File: config.mk
export PLATFORM = sky130hd
export DESIGN_NAME = startup_sequencer_flat
export DESIGN_NICKNAME = d
export VERILOG_FILES = /design/src/rtl/startup_sequencer_pkg.sv /design/src/rtl/startup_sequencer_if.sv /design/src/rtl/startup_sequencer_stage_timer.sv /design/src/rtl/startup_sequencer.sv /design/src/flat_wrapper.sv
export SDC_FILE = /design/constraint.sdc
export NUM_CORES = 1
export LEC_CHECK = 0
export ABC_AREA = 1
export CAP_MARGIN = 5
export CORE_AREA = 3 3 40 42
export CTS_CLUSTER_DIAMETER = 40
export DETAILED_ROUTE_END_ITERATION = 8
export DIE_AREA = 0 0 43 45
export GPL_ROUTABILITY_DRIVEN = 0
export PLACE_DENSITY = 0.65
export SLEW_MARGIN = 20
export SYNTH_ARGS = -nofsm -noshare
export SYNTH_HDL_FRONTEND = slang
export SYNTH_SLANG_ARGS = --single-unit
File: constraint.sdc
create_clock -name clk -period 1.13 [get_ports clk]
set_input_delay 0.226 -clock clk [delete_from_list [all_inputs] [get_ports clk]]
set_output_delay 0.226 -clock clk [all_outputs]
set_load 0.01 [all_outputs]
File: src/rtl/startup_sequencer_pkg.sv
// Shared types and limits for the post-reset startup sequencer.
// No logic; elaboration checks in the modules reference these limits.
package startup_sequencer_pkg;
  typedef enum logic {
    RUN  = 1'b0,
    DONE = 1'b1
  } seq_state_t;

  localparam int STAGE_DELAY_MIN = 1;
  localparam int NUM_STAGES_MIN  = 1;
endpackage

File: src/rtl/startup_sequencer_if.sv
// Control/status bundle between the sequencer (master) and the block gating subsystem enables (slave).
// restart/hold flow into the sequencer; staged enables and status flow out, no handshake.
interface startup_sequencer_if #(
  parameter int NUM_STAGES = 3
);
  logic                  restart;
  logic                  hold;
  logic                  first;
  logic [NUM_STAGES-1:0] stage_en;
  logic                  busy;
  logic                  ready;

  modport master (input restart, hold, output first, stage_en, busy, ready);
  modport slave  (output restart, hold, input first, stage_en, busy, ready);
endinterface

File: src/rtl/startup_sequencer_stage_timer.sv
// Stage spacing counter: tc pulses combinationally on the enabled cycle that completes STAGE_DELAY counts.
// Frozen while en is low; clr (or its own terminal count) returns it to zero on the next edge.
module startup_sequencer_stage_timer
  import startup_sequencer_pkg::*;
#(
  parameter int STAGE_DELAY = 4
) (
  input  logic clk,
  input  logic rst,
  input  logic en,
  input  logic clr,
  output logic tc
);
  localparam int CNT_W = $clog2(STAGE_DELAY + 1);
  localparam logic [CNT_W-1:0] TC_VAL = CNT_W'(STAGE_DELAY - 1);

  if (STAGE_DELAY < STAGE_DELAY_MIN) begin : g_bad_delay
    $error("STAGE_DELAY below minimum");
  end

  logic [CNT_W-1:0] cnt;

  assign tc = en && (cnt == TC_VAL);

  always_ff @(posedge clk or posedge rst) begin
    if (rst) begin
      cnt <= '0;
    end else if (clr || tc) begin
      cnt <= '0;
    end else if (en) begin
      cnt <= cnt + 1'b1;
    end
  end
endmodule

File: src/rtl/startup_sequencer.sv
// Post-reset sequencer: releases NUM_STAGES thermometer enables STAGE_DELAY clocks apart, then ready.
// All outputs registered; hold stretches the sequence one cycle per held edge, restart reruns it.
module startup_sequencer
  import startup_sequencer_pkg::*;
#(
  parameter int NUM_STAGES  = 3,
  parameter int STAGE_DELAY = 4
) (
  input logic                 clk,
  input logic                 rst,
  startup_sequencer_if.master bus
);
  localparam int SW = $clog2(NUM_STAGES + 1);
  localparam logic [SW-1:0] LAST_STAGE = SW'(NUM_STAGES - 1);

  if (NUM_STAGES < NUM_STAGES_MIN) begin : g_bad_stages
    $error("NUM_STAGES below minimum");
  end

  seq_state_t            state_q, state_d;
  logic [SW-1:0]         stage_q, stage_d;
  logic [NUM_STAGES-1:0] stage_en_q, stage_en_d;
  logic                  first_q, first_d;
  logic                  busy_q, busy_d;
  logic                  ready_q, ready_d;
  logic                  tc;

  startup_sequencer_stage_timer #(
    .STAGE_DELAY (STAGE_DELAY)
  ) u_timer (
    .clk (clk),
    .rst (rst),
    .en  ((state_q == RUN) && !bus.hold),
    .clr (bus.restart),
    .tc  (tc)
  );

  always_comb begin
    state_d    = state_q;
    stage_d    = stage_q;
    stage_en_d = stage_en_q;
    first_d    = 1'b0;
    busy_d     = busy_q;
    ready_d    = ready_q;
    // restart outranks any stage release or completion landing on the same edge
    if (bus.restart) begin
      state_d    = RUN;
      stage_d    = '0;
      stage_en_d = '0;
      first_d    = 1'b1;
      busy_d     = 1'b1;
      ready_d    = 1'b0;
    end else if ((state_q == RUN) && tc) begin
      stage_en_d = stage_en_q | (NUM_STAGES'(1) << stage_q);
      stage_d    = stage_q + 1'b1;
      if (stage_q == LAST_STAGE) begin
        state_d = DONE;
        busy_d  = 1'b0;
        ready_d = 1'b1;
      end
    end
  end

  always_ff @(posedge clk or posedge rst) begin
    if (rst) begin
      state_q    <= RUN;
      stage_q    <= '0;
      stage_en_q <= '0;
      first_q    <= 1'b1;
      busy_q     <= 1'b1;
      ready_q    <= 1'b0;
    end else begin
      state_q    <= state_d;
      stage_q    <= stage_d;
      stage_en_q <= stage_en_d;
      first_q    <= first_d;
      busy_q     <= busy_d;
      ready_q    <= ready_d;
    end
  end

  assign bus.first    = first_q;
  assign bus.stage_en = stage_en_q;
  assign bus.busy     = busy_q;
  assign bus.ready    = ready_q;
endmodule
File: src/flat_wrapper.sv
// flat-port wrapper written by rule: the top's interface ports become plain ports
module startup_sequencer_flat import startup_sequencer_pkg::*;
#(
  parameter int NUM_STAGES  = 3,
  parameter int STAGE_DELAY = 4
)
  (clk, rst, bus_restart, bus_hold, bus_first, bus_stage_en, bus_busy, bus_ready);
  startup_sequencer_if #(.NUM_STAGES(NUM_STAGES)) bus_i ();
  input logic clk;
  input logic rst;
  input wire logic [$bits(bus_i.restart)-1:0] bus_restart;
  input wire logic [$bits(bus_i.hold)-1:0] bus_hold;
  output wire logic [$bits(bus_i.first)-1:0] bus_first;
  output wire logic [$bits(bus_i.stage_en)-1:0] bus_stage_en;
  output wire logic [$bits(bus_i.busy)-1:0] bus_busy;
  output wire logic [$bits(bus_i.ready)-1:0] bus_ready;
  assign bus_i.restart = bus_restart;
  assign bus_i.hold = bus_hold;
  assign bus_first = bus_i.first;
  assign bus_stage_en = bus_i.stage_en;
  assign bus_busy = bus_i.busy;
  assign bus_ready = bus_i.ready;
  startup_sequencer #(.NUM_STAGES(NUM_STAGES), .STAGE_DELAY(STAGE_DELAY)) u_core (.clk(clk), .rst(rst), .bus(bus_i));
endmodule
==> flow_metrics.py, run 1 <==
metrics = {
    "outcome": {
        "status": "finished clean",
    },
    "clocking": {
        "cts_tree": "done",
        "clkLatencyLatePin_ns": 0.27,
        "htreeDepth": 1,
        "clockBufferDepth": 2,
        "clock-root-buffer": "clkbuf_4",
        "clock-sinks": 11,
        "cts.clk_slew.worst_paths_ns": 0.07,
        "numCtsBuffers": 3,
        "post_cts_buffers": 0,
    },
    "sta": {
        "finalCritPeriodShare_pct": 99.4,
        "skew_ns": 0.00226,
        "max_freq_ghz": 0.890,
        "fin_ws_ns": 0.00675,
        "finalSetupViolCount": 0,
        "grt_setup_unrepaired": "true",
        "hold_violations": 0,
        "slew_headroom_pct": 83.9,
        "maxSlewViolCount": 0,
        "period_needed_ns": 1.12,
        "worstMarginPinSlew_ns": 0.239,
    },
    "global_routing": {
        "grt_max_degree": 12,
        "grt_first_pass_wirelength_um": 1500,
        "grt_use_total_pct": 11.6,
        "antenna_found_initial": 0,
        "first_global_vias": 366,
        "grt_remaining_overflow": 0,
    },
    "place": {
        "place_inst": 80,
        "dp_hpwl_um": 651,
        "dp_slack_ns": -0.170,
        "post_dp_cell_area_um2": 652,
        "io_buffer_count": 9,
    },
    "cells_and_area": {
        "fin_util_pct": 52.9,
        "antenna_cells": 0,
        "mostFrequentLayoutCells": "inv_1, dfrtp_1, nand4_1, nand2_1",
        "final_common_cell": "inv_1",
        "final_cells": 84,
        "layout.nets": 79,
        "fill_cells": 125,
        "fin_area_um2": 679,
        "drive_gt1_share_pct": 31.9,
        "area_growth_pct": 30.5,
    },
    "pwr": {
        "powerDensity_mw_per_mm2": 1100,
        "finalPower_w": 0.000747,
        "clkPwrFrac_pct": 35.4,
        "p_sw_w": 0.000172,
        "peakVddDrop_uv": 647,
        "combPwrFrac_pct": 9.7,
        "p_leak_nw": 0.318,
        "sw_frac_of_total_pct": 23.1,
        "seqPwrFrac_pct": 54.9,
        "p_int_w": 0.000574,
    },
    "synthesis": {
        "synth_top_area_share_pct": 43.3,
        "synth_area_leaders": "dfrtp_1, ha_1, dfstp_2, inv_1, nand4_1",
        "syn-num-nets": 62,
        "seq_area_frac_synth_pct": 53.4,
        "yosys.cell_types.count": 13,
        "yosys_warnings": 0,
        "yosys_register_bits": 11,
        "synth_area_per_cell_um2": 9.82,
        "synth_area_um2": 520,
        "syn_inst": 53,
        "netlist.top_cell.by_area": "dfrtp_1",
    },
    "worst_setup_path": {
        "cp-end-kind": "output pin",
        "r2r-start": "u_core.u_timer.cnt[0]$_DFFE_PP0P_",
        "crit_chain": "buf_6",
        "path_delay_family": "flip-flops",
        "required_ns": 0.90,
        "crit_path_start_kind": "flip-flop",
        "cp_num_buf_inv": 1,
        "critPathKind": "flip-flop to output pin",
        "timing.rr.end": "u_core.u_timer.cnt[2]$_DFFE_PP0P_",
        "crit_path_top_delay_cell": "dfstp_2",
        "reg2reg_setup_slack_ns": 0.02,
        "max_stage_delay_ns": 0.54,
        "crit_arrival_ns": 0.90,
        "crit_fanout": 2,
        "worst_r2r_path_depth": 5,
    },
    "run": {
        "max_cap_violations": 0,
    },
    "floorplan": {
        "initial_core_util_pct": 40.5,
        "die_w_um": 43,
        "coreArea_mm2": 0.00128,
        "rows": 13,
        "die_area_mm2": 0.00194,
        "die_h_um": 45,
        "pin_count": 10,
    },
    "routing": {
        "route.detailed.drc": 0,
        "drt-initial-drc-count": 4,
        "dr.pass1.iters": 2,
        "drt-total-wl_um": 876,
        "via_per_inst": 4.68,
        "final_antenna_net_count": 0,
        "vias": 393,
        "wire_per_inst_um": 10.4,
    },
    "min_path": {
        "hp-class": "input pin to async pin",
    },
}
[cell type report]
cell class / instances / area [um^2] / area share (%)
well taps: 15 / 18.8 / 2.76
multi-input cells: 29 / 213 / 31.3
clock buffers: 4 / 26.3 / 3.87
repair buffers: 12 / 95.1 / 14.0
flip-flops and latches: 11 / 278 / 40.9
inverters: 13 / 48.8 / 7.18
[stage by stage]
step	hold WS [ns]	setup TNS (ns)
after global routing	0.260	-0.109
after CTS	0.227	-0.00394
after detailed placement	0.454	-1.48
after floorplan	0.0770	0
final	0.230	0
after global placement	0.453	-1.35
[cells in the mapped netlist]
library cell  instances
a21oi_1               4
nand3_1               4
nand3_2               1
inv_2                 1
dfrtp_1               9
inv_1                12
ha_1                  5
nand4_1               5
o21ai_1               1
dfstp_2               2
nor2_4                1
o21ai_0               3
nand2_1               5
[timing repair]
action                     CTS  global route
resized for setup           21            10
hold buffers                 0             0
setup endpoints to repair   16            10
pin swaps                    1             1
[state kept, by name, summed over array words and instances (netlist names)]
| signal | count |
|---|---|
| u_core.bus.busy | 1 |
| u_core.bus.first | 1 |
| u_core.bus.ready | 1 |
| u_core.u_timer.cnt | 3 |
| u_core.bus.stage_en | 3 |
| u_core.stage_q | 2 |
[kinds of logic (layout without fill, tap and decap cells)]
| kind of cell | Yosys count | in the layout | share of synthesized area, % |
|---|---|---|---|
| buf+inv | 13 | 29 | 9.37 |
| fa+ha+maj | 5 | 5 | 12.0 |
| flops | 11 | 11 | 53.4 |
| compound gates | 8 | 8 | 7.69 |
| simple gates | 16 | 16 | 17.5 |
[power by group through the flow]
stage	sequential (W)	combinational (W)	clock, W
after floorplan	0.000417	0.0000335	0
after global placement	0.000416	0.0000673	0
after detailed placement	0.000417	0.0000684	0
after CTS	0.000410	0.0000715	0.000279
after global routing	0.000411	0.0000823	0.000306
final	0.000410	0.0000722	0.000264
[layer usage]
layer,track usage [%],vias up,wire length [um]
met5,0,-,0
met1,12.4,177,394
met4,14.5,0,47
li1,-,205,-
met2,16.5,7,392
met3,3.59,4,41
[worst max-delay path by stage]
stage | cells past startpoint | slack [ns] | from | endpoint
detailed placement | 4 | -0.17 | bus_hold | u_core.bus.ready$_DFFE_PP0P_
floorplan | 5 | 0.006 | u_core.u_timer.cnt[0]$_DFFE_PP0P_ | u_core.u_timer.cnt[0]$_DFFE_PP0P_
CTS | 1 | -0.004 | u_core.bus.busy$_DFFE_PP1P_ | bus_busy
finish | 1 | 0.007 | u_core.bus.busy$_DFFE_PP1P_ | bus_busy
global route | 5 | -0.03 | u_core.u_timer.cnt[0]$_DFFE_PP0P_ | u_core.u_timer.cnt[2]$_DFFE_PP0P_
global placement | 5 | -0.13 | bus_hold | u_core.stage_q[1]$_DFFE_PP0P_
Power figures use the tool's default switching activity.
==> run 2, diff against run 1 <==
--- a/config.mk
+++ b/config.mk
@@ -12,6 +12,7 @@
 export DETAILED_ROUTE_END_ITERATION = 8
 export DIE_AREA = 0 0 43 45
 export GPL_ROUTABILITY_DRIVEN = 0
+export GPL_TIMING_DRIVEN = 0
 export PLACE_DENSITY = 0.65
 export SLEW_MARGIN = 20
 export SYNTH_ARGS = -nofsm -noshare
==> run 2 against run 1 <==
The flow now finishes with violations (negative setup slack). Highest routed layer unchanged. Flip-flop and latch count unchanged. Clock-buffer cell count unchanged. Die area unchanged. Register-to-register slack is essentially flat. Total power is 0.91% higher. Worst setup slack worse by 0.0095 ns. Hold slack got worse by 0.042 ns. Sequential share of layout area is 0.67 points lower. Via count rose by 1.3%. Clock power is 2% higher. Critical path depth is the same. Wire length up 14%.
==> flow_metrics.py, run 2 (synthesized netlist as in run 1, its figures left out) <==
metrics = {
    "global_routing": {
        "first_global_vias": 365,
        "grt_max_degree": 12,
        "grt_use_total_pct": 11.0,
        "grt_first_pass_wirelength_um": 1520,
        "grt_remaining_overflow": 0,
        "antenna_found_initial": 0,
    },
    "clocking": {
        "hold_buffers": 0,
        "clkLatencyLatePin_ns": 0.27,
        "clock-root-buffer": "clkbuf_4",
        "clockBufferDepth": 2,
        "cts_tree": "done",
        "cts.clk_slew.worst_paths_ns": 0.07,
        "htreeDepth": 1,
        "numCtsBuffers": 3,
        "clock-sinks": 11,
    },
    "sta": {
        "finalSetupViolCount": 1,
        "grt_setup_unrepaired": "true",
        "maxSlewViolCount": 0,
        "period_needed_ns": 1.13,
        "hold_violations": 0,
        "fin_ws_ns": -0.00278,
        "finalCritPeriodShare_pct": 100,
        "skew_ns": 0.00377,
        "max_freq_ghz": 0.883,
        "slew_headroom_pct": 72.4,
        "worstMarginPinSlew_ns": 0.413,
        "holdWs_ns": 0.188,
    },
    "worst_setup_path": {
        "crit_path_top_delay_cell": "dfstp_2",
        "timing.rr.end": "u_core.u_timer.cnt[2]$_DFFE_PP0P_",
        "crit_path_start_kind": "flip-flop",
        "max_stage_delay_ns": 0.54,
        "r2r-start": "u_core.u_timer.cnt[0]$_DFFE_PP0P_",
        "cp-end-kind": "output pin",
        "cp_num_buf_inv": 1,
        "critPathKind": "flip-flop to output pin",
        "required_ns": 0.90,
        "path_delay_family": "flip-flops",
        "crit_arrival_ns": 0.91,
        "worst_r2r_path_depth": 5,
        "crit_fanout": 2,
        "reg2reg_setup_slack_ns": 0.02,
        "crit_chain": "buf_6",
    },
    "place": {
        "io_buffer_count": 9,
        "place_inst": 77,
        "dp_hpwl_um": 660,
        "dp_slack_ns": -0.244,
        "post_dp_cell_area_um2": 629,
    },
    "floorplan": {
        "coreArea_mm2": 0.00128,
        "die_area_mm2": 0.00194,
        "initial_core_util_pct": 40.5,
        "rows": 13,
        "die_h_um": 45,
        "pin_count": 10,
        "die_w_um": 43,
    },
    "cells_and_area": {
        "antenna_cells": 0,
        "final_common_cell": "inv_1",
        "regArea_um2": 278,
        "fill_cells": 120,
        "drive_gt1_share_pct": 29.4,
        "layout.nets": 78,
        "multi_input_area_um2": 216,
        "area_growth_pct": 32.7,
        "fin_area_um2": 691,
        "mostFrequentLayoutCells": "inv_1, dfrtp_1, nand4_1, nand2_1",
        "final_cells": 83,
    },
    "min_path": {
        "holdPathStages": 1,
        "hp-start": "bus_restart",
        "holdPathEnd": "u_core.bus.first$_DFF_PP1_",
        "hp-class": "input pin to flip-flop",
    },
    "pwr": {
        "peakVddDrop_uv": 603,
        "finalPower_w": 0.000754,
        "p_leak_nw": 0.323,
        "powerDensity_mw_per_mm2": 1090,
    },
    "routing": {
        "route.detailed.drc": 0,
        "wire_per_inst_um": 12.0,
        "drt-initial-drc-count": 3,
        "dr.pass1.iters": 2,
        "vias": 398,
        "final_antenna_net_count": 0,
        "drt-total-wl_um": 995,
        "via_per_inst": 4.80,
    },
    "run": {
        "max_cap_violations": 0,
    },
    "outcome": {
        "violations": "negative setup slack",
        "status": "finished with violations",
    },
}
-- run 2: cell count changes in the layout (fill, tap and decap cells not counted) --
cell             change
inv_2                -1
clkbuf_2             -2
a21oi_2              +1
a21oi_1              -1
clkdlybuf4s50_1      -1
inv_4                +1
clkdlybuf4s15_1      +2
buf_4                -1
dlymetal6s2s_1       +1
-- run 2: metrics by stage --
step | TNS [ns] | utilization [%]
5_1_grt | -0.111 | 53.7
3_5_place_dp | -1.98 | 49.0
6_report | -0.00278 | 53.7
4_1_cts | -0.0114 | 53.0
3_3_place_gp | -1.70 | 49.0
2_1_floorplan | 0 | -
-- run 2: per-layer routing --
layer | vias to the layer above | share of wire [%] | track usage, %
met4 | 0 | 5.7 | 9.04
li1 | 206 | - | -
met1 | 179 | 43 | 12.3
met5 | - | 0 | 0
met3 | 5 | 4.0 | 2.39
met2 | 8 | 47 | 18.0
-- run 2: area by class of cell --
| class | instances | area share, % |
|---|---|---|
| multi-input combinational | 29 | 31.3 |
| timing repair buffer | 11 | 14.5 |
| inverter | 13 | 7.43 |
| tap | 15 | 2.72 |
| sequential | 11 | 40.2 |
| clock buffer | 4 | 3.80 |
-- run 2: timing repair --
action	in CTS	in global routing
pin swaps	1	3
setup buffers	1	1
setup endpoints to repair	16	8
gates resized for setup	24	8
-- run 2: worst max path at each step --
stage	startpoint	end	slack, ns	cells after the start
CTS	u_core.bus.busy$_DFFE_PP1P_	bus_busy	-0.006	1
finish	u_core.bus.busy$_DFFE_PP1P_	bus_busy	-0.003	1
global route	u_core.bus.busy$_DFFE_PP1P_	bus_busy	-0.04	1
floorplan	u_core.u_timer.cnt[0]$_DFFE_PP0P_	u_core.u_timer.cnt[0]$_DFFE_PP0P_	0.006	5
global placement	bus_restart	u_core.u_timer.cnt[1]$_DFFE_PP0P_	-0.20	4
detailed placement	bus_restart	u_core.u_timer.cnt[0]$_DFFE_PP0P_	-0.24	4
-- run 2: power by group --
part           leakage, nW  internal [W]  switching, W  total [W]
clock network       0.0150      0.000137      0.000133   0.000270
registers            0.145      0.000405    0.00000520   0.000410
logic                0.163     0.0000316     0.0000417  0.0000733
==> run 3, diff against run 2 <==
--- a/config.mk
+++ b/config.mk
@@ -8,7 +8,7 @@
 export ABC_AREA = 1
 export CAP_MARGIN = 5
 export CORE_AREA = 3 3 40 42
-export CTS_CLUSTER_DIAMETER = 40
+export CTS_CLUSTER_DIAMETER = 30
 export DETAILED_ROUTE_END_ITERATION = 8
 export DIE_AREA = 0 0 43 45
 export GPL_ROUTABILITY_DRIVEN = 0
==> results of run 3 <==
Final layout, timing and power as in run 2 (identical DEF).
